[src/rtl/delay_line_ctrl.sv]
// Address sequencer and fill-state tracker for a RAM-based programmable delay line.
// Drives a simple-dual-port RAM (1-cycle read) so it acts as an en-gated delay chain.
module delay_line_ctrl #(
  parameter int AW      = 3,
  parameter int DEF_LEN = 5
) (
  input  logic          clk,
  input  logic          rst,
  input  logic          en,
  input  logic [AW-1:0] cfg_len,
  input  logic          cfg_load,
  input  logic          flush,
  output logic          ram_we,
  output logic [AW-1:0] ram_waddr,
  output logic          ram_re,
  output logic [AW-1:0] ram_raddr,
  output logic          dout_vld,
  output logic [AW-1:0] cur_len,
  output logic [AW-1:0] fill_cnt
);

  typedef enum logic [1:0] {
    EMPTY = 2'd0,
    FILL  = 2'd1,
    RUN   = 2'd2
  } state_t;

  state_t        state;
  logic [AW-1:0] wptr;
  logic          restart;
  logic [AW-1:0] new_len;
  logic [AW-1:0] fill_inc;

  assign restart  = cfg_load | flush;
  assign fill_inc = fill_cnt + AW'(1);

  // Length that applies after a restart: cfg_load wins over flush, zero clamps to one.
  always_comb begin
    new_len = cur_len;
    if (cfg_load) begin
      new_len = (cfg_len == '0) ? AW'(1) : cfg_len;
    end
  end

  // A restart cycle never reads: the line holds no valid sample at the new length yet.
  assign ram_we    = en;
  assign ram_waddr = wptr;
  assign ram_re    = en & ~restart & (state == RUN);
  assign ram_raddr = ram_re ? (wptr - cur_len) : '0;

  always_ff @(posedge clk) begin
    if (rst) begin
      wptr     <= '0;
      cur_len  <= AW'(DEF_LEN);
      fill_cnt <= '0;
      state    <= EMPTY;
      dout_vld <= 1'b0;
    end else begin
      dout_vld <= ram_re;
      if (en) begin
        wptr <= wptr + AW'(1);
      end
      if (restart) begin
        cur_len <= new_len;
        if (en) begin
          fill_cnt <= AW'(1);
          state    <= (new_len == AW'(1)) ? RUN : FILL;
        end else begin
          fill_cnt <= '0;
          state    <= EMPTY;
        end
      end else if (en) begin
        case (state)
          RUN: begin
            state <= RUN;
          end
          default: begin
            fill_cnt <= fill_inc;
            state    <= (fill_inc == cur_len) ? RUN : FILL;
          end
        endcase
      end
    end
  end

endmodule

[config.mk]
export PLATFORM = sky130hd
export DESIGN_NAME = delay_line_ctrl
export DESIGN_NICKNAME = d
export VERILOG_FILES = /design/src/rtl/delay_line_ctrl.sv
export SDC_FILE = /design/constraint.sdc
export NUM_CORES = 1
export LEC_CHECK = 0
export ABC_AREA = 1
export BUFFER_PORTS_ARGS = -buffer_cell sky130_fd_sc_hd__clkbuf_2
export CAP_MARGIN = 20
export CORE_ASPECT_RATIO = 1.2
export CORE_MARGIN = 3
export CORE_UTILIZATION = 43
export DETAILED_ROUTE_END_ITERATION = 12
export PLACE_DENSITY_LB_ADDON = 0.3
export SYNTH_ARGS = -nofsm -noshare
export SYNTH_HDL_FRONTEND = slang
export SYNTH_SLANG_ARGS = --single-unit
[constraint.sdc]
create_clock -name clk -period 1.6 [get_ports clk]
set_clock_uncertainty 0.15 [all_clocks]
set_input_delay 0.32 -clock clk [delete_from_list [all_inputs] [get_ports clk]]
set_output_delay 0.32 -clock clk [all_outputs]
set_load 0.005 [all_outputs]
[Word level (Yosys, flattened, before mapping)]
Index checks and enable logic that the tools add are counted.
Cells by class
  add/subtract/negate cells: 3
  eq/ne operators: 4
  multiplexer cells: 13
  bitwise logic cells: 4
  reduce and logical (&&, ||, !) cells: 3
Operators by type and width (number)
  $mux W3: 6
  $mux W2: 6
  $add A3 B1 Y3 const B: 2
  $eq A3 B1 Y1 const B: 1
  $eq A3 B3 Y1: 1
  $logic_not A3 Y1: 1
  $sub A3 B3 Y3: 1
  $and A1 B1 Y1: 2
  $eq A2 B2 Y1 const B: 1
  $ne A2 B2 Y1 const B: 1
  $reduce_and A2 Y1: 1
  $reduce_bool A2 Y1: 1
  $mux W1: 1
  $not A1 Y1: 1
  $or A1 B1 Y1: 1
Storage, ports and cells
  register bits: 12
  word-level logic and storage cells: 32

[Logic depth before layout (Yosys ltp)]
Gate-level depths: netlist of the first run.
  depth in word-level cells: 7
  gate-level depth with buffers: 10

[Least setup slack after synthesis of the first run]
No wires, ideal clock.
  kind: register -> output
  start point: reg cur_len[0]
  end point: out ram_raddr[2]
  data arrival time: 1.323 ns
  data required time: 1.130 ns
  path slack: -0.193 ns
  stages on the path, launching flop included: 7
  cells stage by stage: dfxtp_1 > ha_1 > inv_1 > fa_1 > xnor2_1 > o21ai_0 > a21oi_1
Between the ends
  longest elaborated chain between the ends: 2
RTL lines
  start: declaration: line 18  | output logic [AW-1:0] cur_len,
  start signal: assignment: line 54  | cur_len <= AW'(DEF_LEN);
  start signal: assignment: line 64  | cur_len <= new_len;
  $sub A3 B3 Y3: line 49  | assign ram_raddr = ram_re ? (wptr - cur_len) : '0;
  $mux W3: line 49
  end: declaration: line 16  | output logic [AW-1:0] ram_raddr,
Every way passes these cells.

[Worst setup path after layout of the first run]
  start point: reg wptr[0], in the netlist ram_waddr[0]
  end point: out ram_raddr[2]
Between the ends
  longest elaborated chain between the ends: 2
RTL lines
  start: declaration: line 29  | logic [AW-1:0] wptr;
  start signal: assignment: line 61  | wptr <= wptr + AW'(1);
  $sub A3 B3 Y3: line 49
  $mux W3: line 49
Every way passes these cells.

==> flow_metrics.py, run 1 <==
metrics = {
    "routing": {
        "wl_met1_um": 764,
        "wl_met2_um": 981,
        "drt-pass1-iter-count": 4,
        "via_per_inst": 4.98,
        "drt_iter0_drc": 18,
        "top_layer": "met4",
        "wl_met3_um": 107,
        "final_antenna_net_count": 0,
        "route.vias.total": 762,
        "routed_wl_um": 1890,
        "wl_per_cell_um": 12.3,
        "drc_errors": 0,
    },
    "critical_path": {
        "r2r_cells": 10,
        "r2r_end": "state[1]",
        "worstSetupPathType": "flip-flop to output port",
        "endpoint": "ram_raddr[2]",
        "arrival_ns": 1.60,
        "crit-reg2reg-launch": "fill_cnt[0]",
        "critPathMaxFanout": 2,
        "crit_required_ns": 1.13,
        "reg2reg_setup_slack_ns": 0.09,
        "end_kind": "output port",
        "crit_start": "ram_waddr[0]",
        "cp-start-kind": "flip-flop",
    },
    "global_routing": {
        "grt_pass1_wl_um": 3170,
        "gr-total-overflow": 0,
        "grt_max_degree": 9,
        "grt_antenna_before_repair": 0,
        "grtUsageTotal_pct": 19.6,
        "grt_pass1_vias": 735,
    },
    "timing": {
        "grt_setup_unrepaired": "true",
        "hold_ws_ns": 0.156,
        "worst_pin_slew_ns": 0.319,
        "layout_min_cycle_time_ns": 2.07,
        "hold_viol": 0,
        "max_freq_ghz": 0.483,
        "max_slew_margin_pct": 78.5,
        "post-route-period-util_pct": 129,
        "fin_ws_ns": -0.471,
        "tns_ns": -0.901,
        "setup_viol": 3,
        "finalMaxSlewViolations": 0,
    },
    "synthesis": {
        "synth.net_count": 111,
        "yosys_warnings": 0,
        "seq_area_frac_synth_pct": 34.5,
        "netlist_instances": 99,
        "synth.avg_cell_area_um2": 7.04,
        "syn_area_um2": 697,
        "ys_ff_latch": 12,
        "yosys.cell_types.count": 20,
    },
    "layout": {
        "area_growth_syn_to_layout_pct": 41.7,
        "layout_commonest_cell": "nand2_1",
        "layout.nets": 150,
        "regArea_um2": 244,
        "stdcell_area_um2": 987,
        "multi_input_area_um2": 428,
        "drive_gt1_share_pct": 42.6,
        "fill_cells": 136,
        "antenna_cells": 0,
        "final_cell_mix": "nand2_1 (22), clkbuf_2 (19), buf_4 (13)",
    },
    "clock_tree": {
        "cts_tree": "built",
        "insertion_delay_ns": 0.28,
        "clock_sinks": 12,
        "ctsHtreeMaxLevel": 1,
        "cts_root_buffer": "clkbuf_4",
        "cts_buffers": 3,
        "path_clk_slew_ns": 0.07,
        "clk_path_buf_depth": 2,
    },
    "pwr": {
        "ir_drop_mv": 0.424,
        "p_leak_nw": 0.502,
        "power.total_w": 0.000695,
        "cellPowerDensity_mw_per_mm2": 704,
    },
    "placement": {
        "portBuffers": 22,
        "globalplace.congestion": 0.843,
        "dp_hpwl_um": 1380,
        "place_area_um2": 936,
    },
    "die": {
        "design.core.area_mm2": 0.00148,
        "start_util_pct": 47.0,
        "die_x_um": 42.8,
        "die_h_um": 50.1,
        "fp.dieArea_mm2": 0.00214,
        "num_rows": 15,
        "pin_count": 23,
    },
    "job": {
        "maxCapViolations": 0,
    },
    "run_status": {
        "status": "finished, violations left",
        "violations": "negative setup slack",
    },
    "min_path": {
        "min_path_type": "input pin to flip-flop",
    },
}
==> per-layer routing <==
layer | vias up | track usage, %
met3 | 6 | 4.01
met5 | - | 0
met4 | 0 | 7.25
li1 | 391 | -
met1 | 336 | 23.3
met2 | 29 | 34.0
==> synth_stat cells <==
cell type | instances | area, um^2
nand2_2 | 1 | 6.26
fa_1 | 1 | 20.0
nor2_1 | 9 | 33.8
a21oi_1 | 8 | 40.0
nand4_1 | 2 | 12.5
nor2_2 | 1 | 6.26
xnor2_1 | 2 | 17.5
or2_2 | 1 | 6.26
nand2_1 | 22 | 82.6
a21oi_2 | 1 | 8.76
inv_2 | 1 | 3.75
dfxtp_1 | 12 | 240
nor2_4 | 1 | 11.3
buf_4 | 1 | 7.51
o21ai_0 | 7 | 35.0
nand3_2 | 1 | 10.0
ha_1 | 3 | 37.5
inv_1 | 16 | 60.1
nand3_4 | 1 | 17.5
nand3_1 | 8 | 40.0
==> cell families (layout without fill, tap and decap cells) <==
family,after synthesis,count (layout),share of synthesized area [%]
buffers and inverters,18,55,10.2
AO/OA/AOI/OAI,16,16,12.0
AND/OR/NAND/NOR,47,47,32.5
adder cells (fa/ha/maj),4,4,8.26
flip-flops,12,12,34.5
XOR/XNOR,2,2,2.51
==> layout make-up <==
class | count | area share, %
Sequential cell | 12 | 24.7
Timing Repair Buffer | 35 | 21.0
Multi-Input combinational cell | 69 | 43.3
Clock buffer | 3 | 2.28
Tap cell | 17 | 2.15
Inverter | 17 | 6.46
==> registers in the layout (all words and copies together) (netlist names) <==
signal and cells:
fill_cnt 3, ram_waddr 3, state 2, dout_vld 1, cur_len 3
==> worst min-delay path by stage <==
stage          depth (start not counted)  slack, ns          end         from
5_1_grt                                2       0.17     state[1]          rst
3_3_place_gp                           2       0.32  fill_cnt[1]  fill_cnt[1]
3_5_place_dp                           2       0.33  fill_cnt[1]  fill_cnt[1]
6_report                               2       0.16     state[1]          rst
2_1_floorplan                          1       0.23     state[1]          rst
4_1_cts                                3       0.15   cur_len[0]   cfg_len[0]
==> critical path: stages, from the launching register on <==
cell	delay (ns)
dfxtp_2	0.33
inv_2	0.06
ha_4	0.12
inv_2	0.03
fa_2	0.34
xnor2_2	0.15
o21ai_1	0.07
a21oi_1	0.10
buf_2	0.12
==> where the power goes <==
part | internal (W) | leakage, nW | switching, W
clock | 0.0000874 | 0.0138 | 0.000111
sequential | 0.000314 | 0.0990 | 0.0000147
combinational | 0.0000809 | 0.389 | 0.0000865
==> per-stage QoR <==
stage	utilization (%)	instances	setup slack [ns]
CTS	65.6	153	-0.494
global placement	63.1	149	-0.225
detailed placement	63.1	149	-0.248
global route	66.6	153	-0.556
floorplan	-	99	-0.146
finish	66.6	153	-0.471
==> repair_timing <==
action                                  in CTS  in global routing
gates resized for setup                      3                  6
setup buffers                                1                  0
endpoints found under the setup margin       4                  4
hold buffers                                 0                  0
pin swaps                                    3                  2
Note: power is estimated with default switching activity, not from simulation.
==> inputs of run 2 (changes only) <==
Settings changed: ABC_AREA 1 to 0.
==> flow_metrics.py, run 2 <==
metrics = {
    "synthesis": {
        "netlist_top_cells_area": "dfxtp_1 (34%), nor2_1 (6.4%), ha_1 (5.3%)",
        "post-synth-top-area-cell": "dfxtp_1",
        "synth_edf_count": 0,
        "postSynth.asyncResetShare_pct": 0,
        "seq_area_frac_synth_pct": 34.0,
        "synth_xor_area_share_pct": 11.9,
        "synth-simple-area-share_pct": 24.6,
        "ys_ff_latch": 12,
        "synth.avg_cell_area_um2": 9.29,
        "yosys_warnings": 0,
        "synth_commonest_cells": "dfxtp_1 (12), nor2_1 (12), inv_1 (5), xnor2_1 (4)",
        "synth_ff_type": "dfxtp_1",
        "synth_mux_area_share_pct": 4.26,
        "netlist_instances": 76,
        "syn_area_um2": 706,
        "synth_compound_area_share_pct": 10.6,
        "synth_top_area_share_pct": 34.0,
        "yosys.cell_types.count": 31,
        "synth.net_count": 88,
        "synthAdderAreaFrac_pct": 8.16,
        "synth_top_family_by_area": "simple AND/OR/NAND/NOR gates",
    },
    "critical_path": {
        "reg2reg_setup_slack_ns": 0.16,
        "crit-reg2reg-launch": "cur_len[2]",
        "worstSetupPathType": "flip-flop to output port",
        "arrival_ns": 1.64,
        "end_kind": "output port",
        "r2r_cells": 4,
        "cp-start-kind": "flip-flop",
        "crit_required_ns": 1.13,
        "r2r_end": "state[0]",
        "critPathMaxFanout": 2,
    },
    "clock_tree": {
        "cts_hold_buf": 0,
        "path_clk_slew_ns": 0.07,
        "clk_path_buf_depth": 2,
        "ctsHtreeMaxLevel": 1,
        "cts_buffers": 3,
        "insertion_delay_ns": 0.28,
        "cts_tree": "built",
        "cts_root_buffer": "clkbuf_4",
        "clock_sinks": 12,
    },
    "timing": {
        "worst_pin_slew_ns": 0.371,
        "max_freq_ghz": 0.474,
        "layout_min_cycle_time_ns": 2.11,
        "max_slew_margin_pct": 75.2,
        "post-route-period-util_pct": 132,
        "setup_viol": 2,
        "finalMaxSlewViolations": 0,
        "hold_ws_ns": 0.130,
        "grt_setup_unrepaired": "true",
        "hold_viol": 0,
        "fin_ws_ns": -0.509,
    },
    "run_status": {
        "status": "finished, violations left",
        "violations": "negative setup slack",
    },
    "routing": {
        "drc_errors": 0,
        "final_antenna_net_count": 0,
        "drt_iter0_drc": 11,
        "route.vias.total": 636,
        "drt-pass1-iter-count": 4,
        "wl_per_cell_um": 12.7,
        "via_per_inst": 5.09,
        "routed_wl_um": 1590,
    },
    "layout": {
        "antenna_cells": 0,
        "drive_gt1_share_pct": 46.3,
        "fill_cells": 130,
        "regArea_um2": 245,
        "multi_input_area_um2": 445,
        "final_util_pct": 63.8,
        "fin_cells": 125,
        "area_growth_syn_to_layout_pct": 34.0,
        "layout.nets": 122,
        "final_cell_mix": "clkbuf_2 (20), nor2_1 (12), buf_4 (11)",
        "layout_commonest_cell": "clkbuf_2",
    },
    "placement": {
        "globalplace.congestion": 0.793,
        "place_inst": 120,
        "dp_hpwl_um": 1210,
        "portBuffers": 22,
    },
    "die": {
        "num_rows": 15,
        "design.core.area_mm2": 0.00148,
        "die_x_um": 43.0,
        "die_h_um": 50.4,
        "pin_count": 23,
        "fp.dieArea_mm2": 0.00217,
        "start_util_pct": 47.6,
    },
    "pwr": {
        "p_leak_nw": 0.456,
        "ir_drop_mv": 0.395,
        "cellPowerDensity_mw_per_mm2": 729,
    },
    "job": {
        "maxCapViolations": 0,
    },
    "global_routing": {
        "grt_antenna_before_repair": 0,
        "grt_pass1_wl_um": 2650,
        "gr-total-overflow": 0,
        "grt_pass1_vias": 618,
        "grtUsageTotal_pct": 16.8,
        "grt_max_degree": 14,
    },
    "min_path": {
        "worst_hold_path.endpoint": "cur_len[2]",
        "hp-start": "cfg_len[2]",
        "holdPathStages": 2,
        "min_path_type": "input pin to flip-flop",
    },
}
## run 2: power by group
| part | switching (W) | internal (W) | leakage (nW) |
|---|---|---|---|
| logic | 0.0000801 | 0.0000944 | 0.344 |
| clock network | 0.0000979 | 0.0000873 | 0.0138 |
| registers | 0.0000146 | 0.000315 | 0.0990 |
## run 2: how the worst max path moves through the flow
stage / slack [ns] / startpoint / cells past startpoint / to
2_1_floorplan: -0.11 / ram_waddr[0] / 7 / ram_raddr[2]
3_3_place_gp: -0.19 / ram_waddr[0] / 8 / ram_raddr[2]
3_5_place_dp: -0.21 / ram_waddr[0] / 8 / ram_raddr[2]
4_1_cts: -0.52 / ram_waddr[0] / 8 / ram_raddr[2]
5_1_grt: -0.63 / ram_waddr[0] / 8 / ram_raddr[2]
6_report: -0.51 / ram_waddr[0] / 8 / ram_raddr[2]
## run 2: layout make-up
class / instances / share of cell area (%)
sequential: 12 / 25.9
inverter: 5 / 1.98
multi-input combinational: 55 / 47.1
timing repair buffer: 33 / 20.4
clock buffer: 3 / 2.38
tap: 17 / 2.25
## run 2: through the flow
| step | TNS, ns | total power [W] | worst slack (ns) | instance area (um^2) |
|---|---|---|---|---|
| floorplan | -0.142 | 0.000439 | -0.105 | 726 |
| global placement | -0.297 | 0.000497 | -0.191 | 898 |
| detailed placement | -0.324 | 0.000501 | -0.207 | 898 |
| CTS | -1.01 | 0.000694 | -0.517 | 930 |
| global route | -1.28 | 0.000734 | -0.629 | 946 |
| finish | -0.912 | 0.000690 | -0.509 | 946 |
## run 2: cells by family (layout without fill, tap and decap cells)
family	count (synthesis)	after routing
buffers and inverters	9	41
xor gates and xnor gates	8	8
AOI/OAI and AO/OA	9	9
DFF	12	12
muxes	3	3
adders and majority gates	4	4
and+or+nand+nor	31	31
## run 2: metal layers
metal  vias up  routed length, um  GRT usage, %  part of all wire, %
met2        21                794          28.7                   50
met5         -                  0             0                    0
li1        321                  -             -                    -
met1       289                658          18.1                   41
met4         0                 44          10.6                  2.8
met3         5                 94          4.30                  5.9
## run 2: critical path: stages, from the launching register on
cell	delay (ns)
dfxtp_2	0.32
inv_2	0.06
ha_4	0.12
inv_2	0.03
fa_2	0.35
xnor2_2	0.18
xnor2_1	0.13
nor2_1	0.05
buf_2	0.12
## run 2: what timing repair did
item,in CTS,in global routing
pin swaps,3,3
buffers inserted,1,1
setup endpoints to repair,4,4
resized for setup,1,4
